### src/rtl/axi_wr_burst_sched.sv
// Round-robin arbiter sharing one AXI4 write master between NUM_CH video write channels.
// Issues one burst at a time, generates per-channel frame-buffer addresses and tracks frame progress.
module axi_wr_burst_sched #(
    parameter int          NUM_CH                     = 2,
    parameter int          C_M_AXI_ADDR_WIDTH         = 32,
    parameter int          C_M_AXI_DATA_WIDTH         = 128,
    parameter int          C_M_AXI_BURST_LEN          = 16,
    parameter logic [31:0] C_M_TARGET_SLAVE_BASE_ADDR = 32'h10000000,
    parameter logic [31:0] CH_STRIDE                  = 32'h01000000,
    parameter int          FRAME_BURSTS               = 10800,
    parameter int          CNT_W                      = 10,
    localparam int         CH_W = (NUM_CH > 1) ? $clog2(NUM_CH) : 1
) (
    input  logic                          M_AXI_ACLK,
    input  logic                          M_AXI_ARESET,
    input  logic [NUM_CH-1:0]             ch_frame_start,
    input  logic [NUM_CH*CNT_W-1:0]       ch_fifo_cnt,
    output logic                          burst_req,
    output logic [C_M_AXI_ADDR_WIDTH-1:0] burst_addr,
    output logic [CH_W-1:0]               burst_ch,
    input  logic                          burst_ack,
    input  logic                          burst_done,
    output logic [NUM_CH-1:0]             ch_frame_done,
    output logic [1:0]                    state_dbg
);

    localparam int BURST_BYTES = C_M_AXI_BURST_LEN * C_M_AXI_DATA_WIDTH / 8;
    localparam int BCNT_W      = $clog2(FRAME_BURSTS + 1);
    localparam int AW          = C_M_AXI_ADDR_WIDTH;

    typedef enum logic [1:0] {IDLE = 2'd0, REQ = 2'd1, WAIT = 2'd2} state_t;

    state_t            state, state_nxt;
    logic [CH_W-1:0]   rr_ptr;
    logic [BCNT_W-1:0] burst_cnt [NUM_CH];
    logic [BCNT_W-1:0] cnt_after [NUM_CH];
    logic [NUM_CH-1:0] pend;
    logic [NUM_CH-1:0] eligible;
    logic [NUM_CH-1:0] granted;
    logic [NUM_CH-1:0] inc;
    logic              grant_valid;
    logic [CH_W-1:0]   grant_ch;
    logic [CH_W-1:0]   scan_idx;
    logic [AW-1:0]     grant_addr;
    logic              done_evt;

    assign state_dbg = state;

    // Handshake: burst_req/burst_addr/burst_ch stay stable from rise until the cycle burst_ack is
    // sampled high; burst_done completes the single outstanding burst (same cycle as ack allowed).
    assign done_evt = burst_done && ((state == WAIT) || (state == REQ && burst_ack));

    always_comb begin
        for (int ch = 0; ch < NUM_CH; ch++) begin
            eligible[ch]  = (32'(ch_fifo_cnt[ch*CNT_W +: CNT_W]) >= 32'(C_M_AXI_BURST_LEN)) &&
                            (burst_cnt[ch] < BCNT_W'(FRAME_BURSTS)) && !ch_frame_start[ch];
            granted[ch]   = (state != IDLE) && (burst_ch == CH_W'(ch));
            inc[ch]       = (state == REQ) && burst_ack && granted[ch];
            cnt_after[ch] = burst_cnt[ch] + BCNT_W'(inc[ch]);
        end
    end

    // First eligible channel at or after the round-robin pointer, wrapping.
    always_comb begin
        grant_valid = 1'b0;
        grant_ch    = '0;
        scan_idx    = '0;
        for (int k = 0; k < NUM_CH; k++) begin
            scan_idx = CH_W'((int'(rr_ptr) + k) % NUM_CH);
            if (!grant_valid && eligible[scan_idx]) begin
                grant_valid = 1'b1;
                grant_ch    = scan_idx;
            end
        end
    end

    assign grant_addr = AW'(C_M_TARGET_SLAVE_BASE_ADDR)
                      + AW'(grant_ch) * AW'(CH_STRIDE)
                      + AW'(burst_cnt[grant_ch]) * AW'(BURST_BYTES);

    always_ff @(posedge M_AXI_ACLK or posedge M_AXI_ARESET) begin
        if (M_AXI_ARESET) state <= IDLE;
        else              state <= state_nxt;
    end

    always_comb begin
        state_nxt = state;
        case (state)
            IDLE:    if (grant_valid) state_nxt = REQ;
            REQ:     if (burst_ack)   state_nxt = burst_done ? IDLE : WAIT;
            WAIT:    if (burst_done)  state_nxt = IDLE;
            default: state_nxt = IDLE;
        endcase
    end

    always_ff @(posedge M_AXI_ACLK or posedge M_AXI_ARESET) begin
        if (M_AXI_ARESET) begin
            burst_req     <= 1'b0;
            burst_addr    <= '0;
            burst_ch      <= '0;
            ch_frame_done <= '0;
            rr_ptr        <= '0;
            pend          <= '0;
            for (int ch = 0; ch < NUM_CH; ch++) burst_cnt[ch] <= '0;
        end else begin
            ch_frame_done <= '0;
            if (state == IDLE && grant_valid) begin
                burst_req  <= 1'b1;
                burst_ch   <= grant_ch;
                burst_addr <= grant_addr;
                rr_ptr     <= (grant_ch == CH_W'(NUM_CH - 1)) ? '0 : grant_ch + 1'b1;
            end
            if (state == REQ && burst_ack) burst_req <= 1'b0;

            for (int ch = 0; ch < NUM_CH; ch++) begin
                if (ch_frame_start[ch] && !granted[ch]) begin
                    burst_cnt[ch] <= '0;
                end else if (granted[ch] && done_evt) begin
                    // A frame restart seen during the burst wins over completion reporting.
                    if (pend[ch] || ch_frame_start[ch]) begin
                        burst_cnt[ch] <= '0;
                        pend[ch]      <= 1'b0;
                    end else begin
                        burst_cnt[ch] <= cnt_after[ch];
                        if (cnt_after[ch] == BCNT_W'(FRAME_BURSTS)) ch_frame_done[ch] <= 1'b1;
                    end
                end else begin
                    burst_cnt[ch] <= cnt_after[ch];
                    if (granted[ch] && ch_frame_start[ch]) pend[ch] <= 1'b1;
                end
            end
        end
    end

endmodule

### config.mk
export PLATFORM = sky130hd
export DESIGN_NAME = axi_wr_burst_sched
export DESIGN_NICKNAME = d
export VERILOG_FILES = /design/src/rtl/axi_wr_burst_sched.sv
export SDC_FILE = /design/constraint.sdc
export NUM_CORES = 1
export LEC_CHECK = 0
export CAP_MARGIN = 0
export CORE_MARGIN = 2
export CORE_UTILIZATION = 40
export CTS_CLUSTER_SIZE = 8
export DETAILED_ROUTE_END_ITERATION = 10
export PLACE_DENSITY = 0.71
export SYNTH_ARGS = -nofsm -noshare
export SYNTH_HDL_FRONTEND = slang
export SYNTH_SLANG_ARGS = --single-unit
### constraint.sdc
create_clock -name M_AXI_ACLK -period 4.9 [get_ports M_AXI_ACLK]
set_input_delay 0.98 -clock M_AXI_ACLK [delete_from_list [all_inputs] [get_ports M_AXI_ACLK]]
set_output_delay 0.98 -clock M_AXI_ACLK [all_outputs]
set_load 0.02 [all_outputs]
# ---- Yosys cells after proc, flatten, opt, wreduce, memory -nomap -nowiden
# Index checks and enable logic that the tools add are counted.
dict set report word_totals {
  wordCells 109
  reg_bits 69
  output_inout_bits 38
  in_bits 26
}
dict set report op_classes {
  eq_ne 9
  reduce_logical 34
  addsub 6
  muxes 39
  magnitude_cmp 7
  n_bitwise 4
}
# op n
set ops {}
lappend ops {{$mux W14} 9}
lappend ops {{$add A30 B22 Y31} 1}
lappend ops {{$add A29 B25 Y30 const A} 1}
lappend ops {{$add A14 B1 Y14} 2}
lappend ops {{$eq A14 B14 Y1 const B} 2}
lappend ops {{$lt A14 B14 Y1 const B} 2}
lappend ops {{$mux W1} 25}
lappend ops {{$ge A10 B5 Y1 const B} 2}
lappend ops {{$logic_and A1 B1 Y1} 18}
lappend ops {{$reduce_and A3 Y1} 3}
lappend ops {{$mux W2} 4}
lappend ops {{$reduce_bool A2 Y1} 4}
lappend ops {{$ne A2 B2 Y1 const B} 3}
lappend ops {{$pmux W2 S3} 1}
lappend ops {{$logic_not A1 Y1} 5}
lappend ops {{$lt A1 B2 Y1 const B} 2}
lappend ops {{$ne A2 B1 Y1 const B} 2}
lappend ops {{$logic_or A1 B1 Y1} 3}
lappend ops {{$not A1 Y1} 3}
lappend ops {{$add A1 B1 Y1 const B} 2}
lappend ops {{$eq A2 B1 Y1 const B} 1}
lappend ops {{$eq A2 B2 Y1 const B} 1}
lappend ops {{$ge A2 B2 Y1 const B} 1}
lappend ops {{$logic_not A2 Y1} 1}
lappend ops {{$not A1 Y2} 1}

# ---- Depth between registers and ports, before layout
# Gate-level depths: netlist (run 1).
dict set report logic_depth {
  ltp_word 14
  mapped_depth 10
  mapped_depth_nobuf 9
}

# ---- Worst setup path after synthesis (run 1)
# Ideal clock, no wire load.
dict set report synth_path {
  kind {input-to-reg}
  from {input burst_ack}
  to {register ch_frame_done[0]}
  setup_ps 111
  arrival_ps 2861
  cell_stages 8
  setup_slack_ps 1927
  required_time_ps 4789
  path_buffers 0
  path_cell_list {nand3b_1 -> nor2_1 -> ha_1 -> ha_1 -> nand3_1 -> nor4_1 -> o211ai_1 -> a2111oi_2}
}
dict set report synth_between {
  elab_chain_len 8
  elab_cells_between_ends 11
  classes_between {add/sub: 1; eq/ne: 1; mux: 4; reduce/logical: 5}
}
# item line_no
set synth_rtl {}
lappend synth_rtl {{start, declared} 21} ;# input logic burst_ack,
lappend synth_rtl {{$logic_and A1 B1 Y1 *} {51, 58}}
lappend synth_rtl {{$logic_and A1 B1 Y1} 58} ;# inc[ch] = (state == REQ) && burst_ack && granted[ch];
lappend synth_rtl {{$add A14 B1 Y14} 59} ;# cnt_after[ch] = burst_cnt[ch] + BCNT_W'(inc[ch]);
lappend synth_rtl {{$eq A14 B14 Y1} 125} ;# if (cnt_after[ch] == BCNT_W'(FRAME_BURSTS)) ch_frame_done[ch] <= 1'b1;
lappend synth_rtl {{$mux W1} 125}
lappend synth_rtl {{$mux W1} 120} ;# if (pend[ch] || ch_frame_start[ch]) begin
lappend synth_rtl {{$mux W1 *} 118} ;# end else if (granted[ch] && done_evt) begin
lappend synth_rtl {{$mux W1 *} 116} ;# if (ch_frame_start[ch] && !granted[ch]) begin
lappend synth_rtl {{end signal, assigned} 101} ;# ch_frame_done <= '0;
lappend synth_rtl {{end signal, assigned} 106} ;# ch_frame_done <= '0;
lappend synth_rtl {{end signal, assigned by index} 125}
lappend synth_rtl {{end, declared} 23} ;# output logic [NUM_CH-1:0] ch_frame_done,
# Every way passes the cells marked *; elsewhere a longest branch is shown, timed or not.
# A chain may end at the register's enable or synchronous reset.

# ---- Worst setup path after layout (run 1)
# Ends and elaborated chain as after synthesis.

==> results.txt, run 1 <==
Final HPWL DP -> 4.87 mm
Horiz. Die Dim -> 92.1 um
CTS-repair resized insts -> 0
TritonCTS clock tree -> built
register area -> 1300 um2
CTS Buf Count -> 5
worst min-delay path startpoint -> burst_addr[28]$_DFFE_PP0P_
I/O Buffers -> 39
initial antenna violation count -> 0
Final Power -> 1.02 mW
Slew @ Worst Pin -> 1110 ps
unrepaired setup endpoints after global routing -> false
total track usage -> 16.5%
Iter 0 DRT Violations -> 144
Final Setup Violations -> 0
Pint -> 673 uW
Hold Path Stages -> 1
CTS sink cnt -> 52
Clock Skew -> 13.0 ps
antenna-violating nets left -> 0
critical setup path kind -> input pin to register
CTS Buffer Depth -> 2
Worst-Skew Late Latency -> 310 ps
dpl cells -> 453
highest clock rate -> 278 MHz
P_leak -> 1.37 nW
CP Max Fanout -> 7
clock slew at reported path FFs -> 100 ps
area of the multi-input gates -> 1480 um2
Sw Pwr -> 346 uW
sequential fraction of design power -> 49.1%
via count -> 2459
Final Critical Period -> 3600 ps
vias in the first global route -> 2380
Die Y -> 92.1 um
slew margin rel. -> 25.5%
Max-Cap Viols -> 0
Critical Path RT -> 5110 ps
Comb power frac -> 25.6%
DRC violations left -> 0
Final Util -> 46.4%
outcome -> finished clean
Cell Area, Synth -> 3110 um2
Critical Path Start -> burst_ack
fin nets -> 388
Synth cell types -> 54
worst min path class -> register to register
DRT Pass-1 Iters -> 5
dpl ws -> 960 ps
global route overflow -> 0
row cnt -> 32
H-tree Lvls -> 2
Starting Density -> 40.8%
crit-path cells -> clkdlybuf4s50_1 -> nand3b_1 -> nor2_1 -> ha_1 -> ha_1 -> nand3_1 -> nor4_1 -> o211ai_1 -> a2111oi_2
Mapped Cells -> 335
flop2flop setup slack -> 1950 ps
register area share after synthesis -> 41.9%
Buf/Inv on CP -> 1
share of cells above drive strength 1 -> 7.80%
number of synthesized register bits -> 52
Area Growth Syn to Fin -> 13.6%
routability congestion estimate -> 0.870
delay-heaviest family, CP -> simple AND/OR/NAND/NOR gates
VDD IR max -> 0.000111 V
slowest CP cell -> nor4_1
Post-Place Cell Area -> 3430 um2
Clk pwr share -> 25.3%
switch share -> 33.9%
post-route cell area -> 3530 um2
CP Capture Type -> register
final cell count without fillers -> 461
fillers -> 737
Syn Area/Cell -> 9.27 um2
IO Pins -> 64
first-pass GRT wire length -> 11.3 mm
ys flop type -> dfrtp_1
Routed WL per cell -> 14.4 um
setup TNS -> 0 ps
ys async rst share -> 100%
cell mode on critical path -> ha_1
P per Cell Area -> 289 nW/um2
Hold Path Sink -> burst_addr[28]$_DFFE_PP0P_
critical path arrival -> 3810 ps
largest net degree at the start of global routing -> 53
YS warnings -> 0
cells on worst reg2reg path -> 8
worst r2r dst -> ch_frame_done[0]$_DFF_PP0_
Core Region -> 7610 um2
Critical R2R Launch -> state_dbg[1]$_DFFE_PP0P_
final WL -> 6.64 mm
most frequent cells in the layout -> dfrtp_1, clkdlybuf4s50_1, inv_1
via/cell ratio -> 5.33
fin crit share -> 73.5%
commonest non-fill, non-tap cell in the layout -> dfrtp_1
postcts setup bufs -> 0
startpoint class of the critical path -> input pin
hold slack -> 469 ps
Hold Fails Final Rpt -> 0
total die area -> 8480 um2
final worst slack -> 1300 ps
Critical Path Max Stage Delay -> 630 ps
Root Buffer Master -> clkbuf_8
Final Max Slew Viols -> 0
Post-synth EDFFs -> 0
antenna cells -> 0
hold-fix buffer count after cts -> 0
-- routing by layer --
layer	global-route usage [%]	routed length (um)	up-vias
li1	-	-	1192
met1	21.9	3030	1188
met2	27.3	3250	68
met3	2.88	226	11
met4	5.47	133	0
met5	0	0	-
-- power by group through the flow --
stage | Clock, mW | Sequential (mW) | Combinational, mW
final | 0.257 | 0.501 | 0.261
after global routing | 0.286 | 0.506 | 0.284
after CTS | 0.266 | 0.500 | 0.264
after detailed placement | 0 | 0.508 | 0.262
after global placement | 0 | 0.507 | 0.256
after floorplan | 0 | 0.518 | 0.187
-- final cells by class --
type | count | share of cell area [%]
multi-input cells | 224 | 42.0
inverters | 36 | 3.83
clock buffers | 7 | 2.45
repair buffers | 39 | 11.1
well taps | 102 | 3.62
flip-flops and latches | 52 | 36.9
clock inverters | 1 | 0.213
-- cells in the mapped netlist, types with 2 or more instances --
library cell / count / area share, %
dfrtp_1: 52 / 42
or2_2: 3 / 0.60
clkbuf_1: 10 / 1.2
nor2b_1: 4 / 0.81
o221ai_2: 9 / 4.4
nor2_1: 34 / 4.1
ha_1: 4 / 1.6
nor4_1: 4 / 0.81
nand3b_1: 2 / 0.48
o21a_1: 2 / 0.48
a211oi_1: 4 / 0.97
o221ai_1: 5 / 1.4
nor3_2: 2 / 0.64
and4_1: 2 / 0.56
xor2_1: 4 / 1.1
inv_1: 36 / 4.4
xnor2_1: 19 / 5.4
nor3_1: 11 / 1.8
a21oi_1: 7 / 1.1
or4_1: 4 / 0.97
o21ai_1: 2 / 0.32
o21ai_0: 6 / 0.97
a31oi_1: 4 / 0.81
nand2_1: 12 / 1.5
nor4b_1: 3 / 0.85
buf_2: 7 / 1.1
buf_6: 2 / 0.73
a31o_2: 2 / 0.56
nand3_1: 15 / 2.4
buf_4: 18 / 4.4
nand4_1: 19 / 3.8
and3_1: 5 / 1.0
-- state kept, by name, indices dropped and copies added (netlist names) --
signal         flops
burst_req          1
pend               2
rr_ptr             1
burst_cnt         28
ch_frame_done      2
state_dbg          2
burst_addr        16
-- how the worst max path moves through the flow --
stage                                             to  cells past startpoint  slack, ps
final                     ch_frame_done[0]$_DFF_PP0_                      9       1300
after global routing      ch_frame_done[0]$_DFF_PP0_                      9       1090
after CTS                 ch_frame_done[0]$_DFF_PP0_                      9       1290
after detailed placement  ch_frame_done[0]$_DFF_PP0_                      9        960
after global placement    ch_frame_done[0]$_DFF_PP0_                      9       1080
after floorplan           ch_frame_done[0]$_DFF_PP0_                      8       1930
-- cell families (layout without fill, tap and decap cells) --
kind of cell             after synthesis  in the layout  share of synthesized area (%)
multiplexers                           1              1                          0.322
flip-flops                            52             52                           41.9
buffers and inverters                 74             83                           12.2
AND/OR/NAND/NOR                      127            127                           22.0
XOR/XNOR                              23             23                           6.49
adder cells (fa/ha/maj)                4              4                           1.61
AO/OA/AOI/OAI                         53             53                           15.3
other                                  1             16                          0.121
-- worst reg2reg max path, stage by stage, from the launching register on --
cell,delay [ps]
dfrtp_1,430
nand3b_1,300
nor2_1,160
ha_1,220
ha_1,290
nand3_1,210
nor4_1,630
o211ai_1,240
a2111oi_2,390
(Power assumes the default switching activity.)
==> run 2, diff against run 1 <==
Settings changed: PLACE_DENSITY 0.71 to 0.73.
Clock period 4.9 ns to 3.3 ns, I/O delays scaled along.
==> run 2 against run 1 <==
Cell count up 2.2%. Critical path depth unchanged. Clock skew down 4.4 ps.
==> results.txt, run 2 (synthesis results as in run 1) <==
vias in the first global route -> 2367 (-0.55%)
largest reg by FF count -> burst_cnt
CP Max Fanout -> 7 (unchanged)
via count -> 2460 (+0.041%)
outcome -> finished clean
dpl ws -> 217 ps (-743 ps)
Hold Fails Final Rpt -> 0 (unchanged)
Core Region -> 7610 um2 (unchanged)
fillers -> 745 (+1.1%)
area of the multi-input gates -> 1480 um2 (unchanged)
met2 usage -> 28.6% (+1.3 points)
Starting Density -> 40.8% (unchanged)
share of cells above drive strength 1 -> 10.3% (+2.5 points)
final worst slack -> 529 ps (-769 ps)
DRC violations left -> 0 (unchanged)
DRT Pass-1 Iters -> 4 (-1)
startpoint class of the critical path -> input pin
Final HPWL DP -> 5.08 mm (+4.3%)
Final Setup Violations -> 0 (unchanged)
cell mode on critical path -> ha_1
Area Growth Syn to Fin -> 16.0%
Worst-Skew Late Latency -> 300 ps (about the same)
total track usage -> 15.9% (-0.59 points)
hold-fix buffer count after cts -> 0 (unchanged)
via/cell ratio -> 5.22 (-2.1%)
CP Capture Type -> register
Clock Skew -> 8.62 ps (-4.40 ps)
Slew @ Worst Pin -> 874 ps (-240 ps)
H-tree Lvls -> 2 (unchanged)
unrepaired setup endpoints after global routing -> false
number of flip-flops under the largest register name -> 28 (unchanged)
Top Usage Layer GRT -> met2
Horiz. Die Dim -> 92.1 um (unchanged)
P per Cell Area -> 425 nW/um2 (+47%)
fin nets -> 398 (+2.6%)
worst min path class -> register to register
Routed WL per cell -> 14.1 um (-2.0%)
critical path arrival -> 2970 ps (-840 ps)
most frequent cells in the layout -> dfrtp_1, clkdlybuf4s50_1, inv_1
Critical Path Max Stage Delay -> 480 ps (-150 ps)
GRT met1 Usage -> 19.6% (-2.3 points)
row cnt -> 32 (unchanged)
CTS sink cnt -> 52 (unchanged)
first-pass GRT wire length -> 10.9 mm (-3.0%)
P_leak -> 1.42 nW (+3.6%)
I/O Buffers -> 39 (unchanged)
Die Y -> 92.1 um (unchanged)
crit-path cells -> clkdlybuf4s50_1 -> nand3b_1 -> nor2_1 -> ha_1 -> ha_1 -> nand3_1 -> nor4_1 -> o211ai_1 -> a2111oi_2
initial antenna violation count -> 0 (unchanged)
largest net degree at the start of global routing -> 31 (-42%)
TritonCTS clock tree -> built
register area -> 1300 um2 (unchanged)
Final Util -> 47.4% (+0.99 points)
setup TNS -> 0 ps (unchanged)
IO Pins -> 64 (unchanged)
Final Power -> 1.53 mW (+50%)
VDD IR max -> 0.000178 V (+61%)
global route overflow -> 0 (unchanged)
CTS-repair resized insts -> 0 (unchanged)
antenna cells -> 0 (unchanged)
Iter 0 DRT Violations -> 98 (-32%)
antenna-violating nets left -> 0 (unchanged)
total die area -> 8480 um2 (unchanged)
CTS Buffer Depth -> 2 (unchanged)
biggest regs -> burst_cnt x28, burst_addr x16
fin crit share -> 84.0%
Critical Path RT -> 3500 ps (-1610 ps)
grt met3 use -> 2.55% (-0.33 points)
Final Max Slew Viols -> 0 (unchanged)
commonest non-fill, non-tap cell in the layout -> dfrtp_1
slew margin rel. -> 41.4% (+16 points)
Max-Cap Viols -> 0 (unchanged)
critical setup path kind -> input pin to register
CTS Buf Count -> 5 (unchanged)
highest clock rate -> 361 MHz
Root Buffer Master -> clkbuf_8
postcts setup bufs -> 0 (unchanged)
clock slew at reported path FFs -> 100 ps (about the same)
slowest CP cell -> clkdlybuf4s50_1
Final Critical Period -> 2770 ps
final WL -> 6.65 mm (+0.11%)
routability congestion estimate -> 0.901 (+3.5%)
## run 2: changes by cell type in the layout (fill, tap and decap cells not counted), sizes merged
cell,previous run,this run
buf,0,10
## run 2: area by class of cell
class                   instances  area share [%]
multi-input cells             224            41.1
flip-flops and latches         52            36.1
clock inverters                 1           0.208
repair buffers                 49            12.9
well taps                     102            3.54
clock buffers                   7            2.40
inverters                      36            3.75
## run 2: critical path: cells and delay by family
kind	cells	cell delay, ps
compound gates	2	540
buf+inv	1	480
simple gates	4	770
fa+ha+maj	2	520
## run 2: report_power, final
group          internal [mW]  switching, mW  total (mW)
clock network          0.171          0.211       0.382
logic                  0.158          0.251       0.410
registers              0.691         0.0500       0.741
## run 2: worst paths after layout
path / start / endpoint / slack, ps / cells after the start
setup / recovery: burst_ack / ch_frame_done[0]$_DFF_PP0_ / 530 / 9
min in group asynchronous: M_AXI_ARESET / burst_cnt[19]$_DFF_PP0_ / 680 / 2
setup reg to reg: state_dbg[1]$_DFFE_PP0P_ / ch_frame_done[0]$_DFF_PP0_ / 850 / 8
hold reg to reg: burst_addr[28]$_DFFE_PP0P_ / burst_addr[28]$_DFFE_PP0P_ / 490 / 1
max in group asynchronous: M_AXI_ARESET / burst_cnt[9]$_DFF_PP0_ / 1850 / 3
hold / removal: burst_addr[28]$_DFFE_PP0P_ / burst_addr[28]$_DFFE_PP0P_ / 490 / 1
## run 2: per-stage QoR
stage | cell area [um2] | instances | hold slack (ps)
detailed placement | 3510 | 463 | 471
CTS | 3600 | 471 | 496
floorplan | 3160 | 350 | 485
finish | 3600 | 471 | 489
global placement | 3510 | 463 | 457
global route | 3600 | 471 | 516
## run 2: routing by layer
layer / part of all wire (%) / up-vias / wire, um
li1: - / 1209 / -
met1: 44 / 1197 / 2920
met2: 51 / 46 / 3420
met3: 3.2 / 8 / 215
met4: 1.3 / 0 / 86
met5: 0 / - / 0
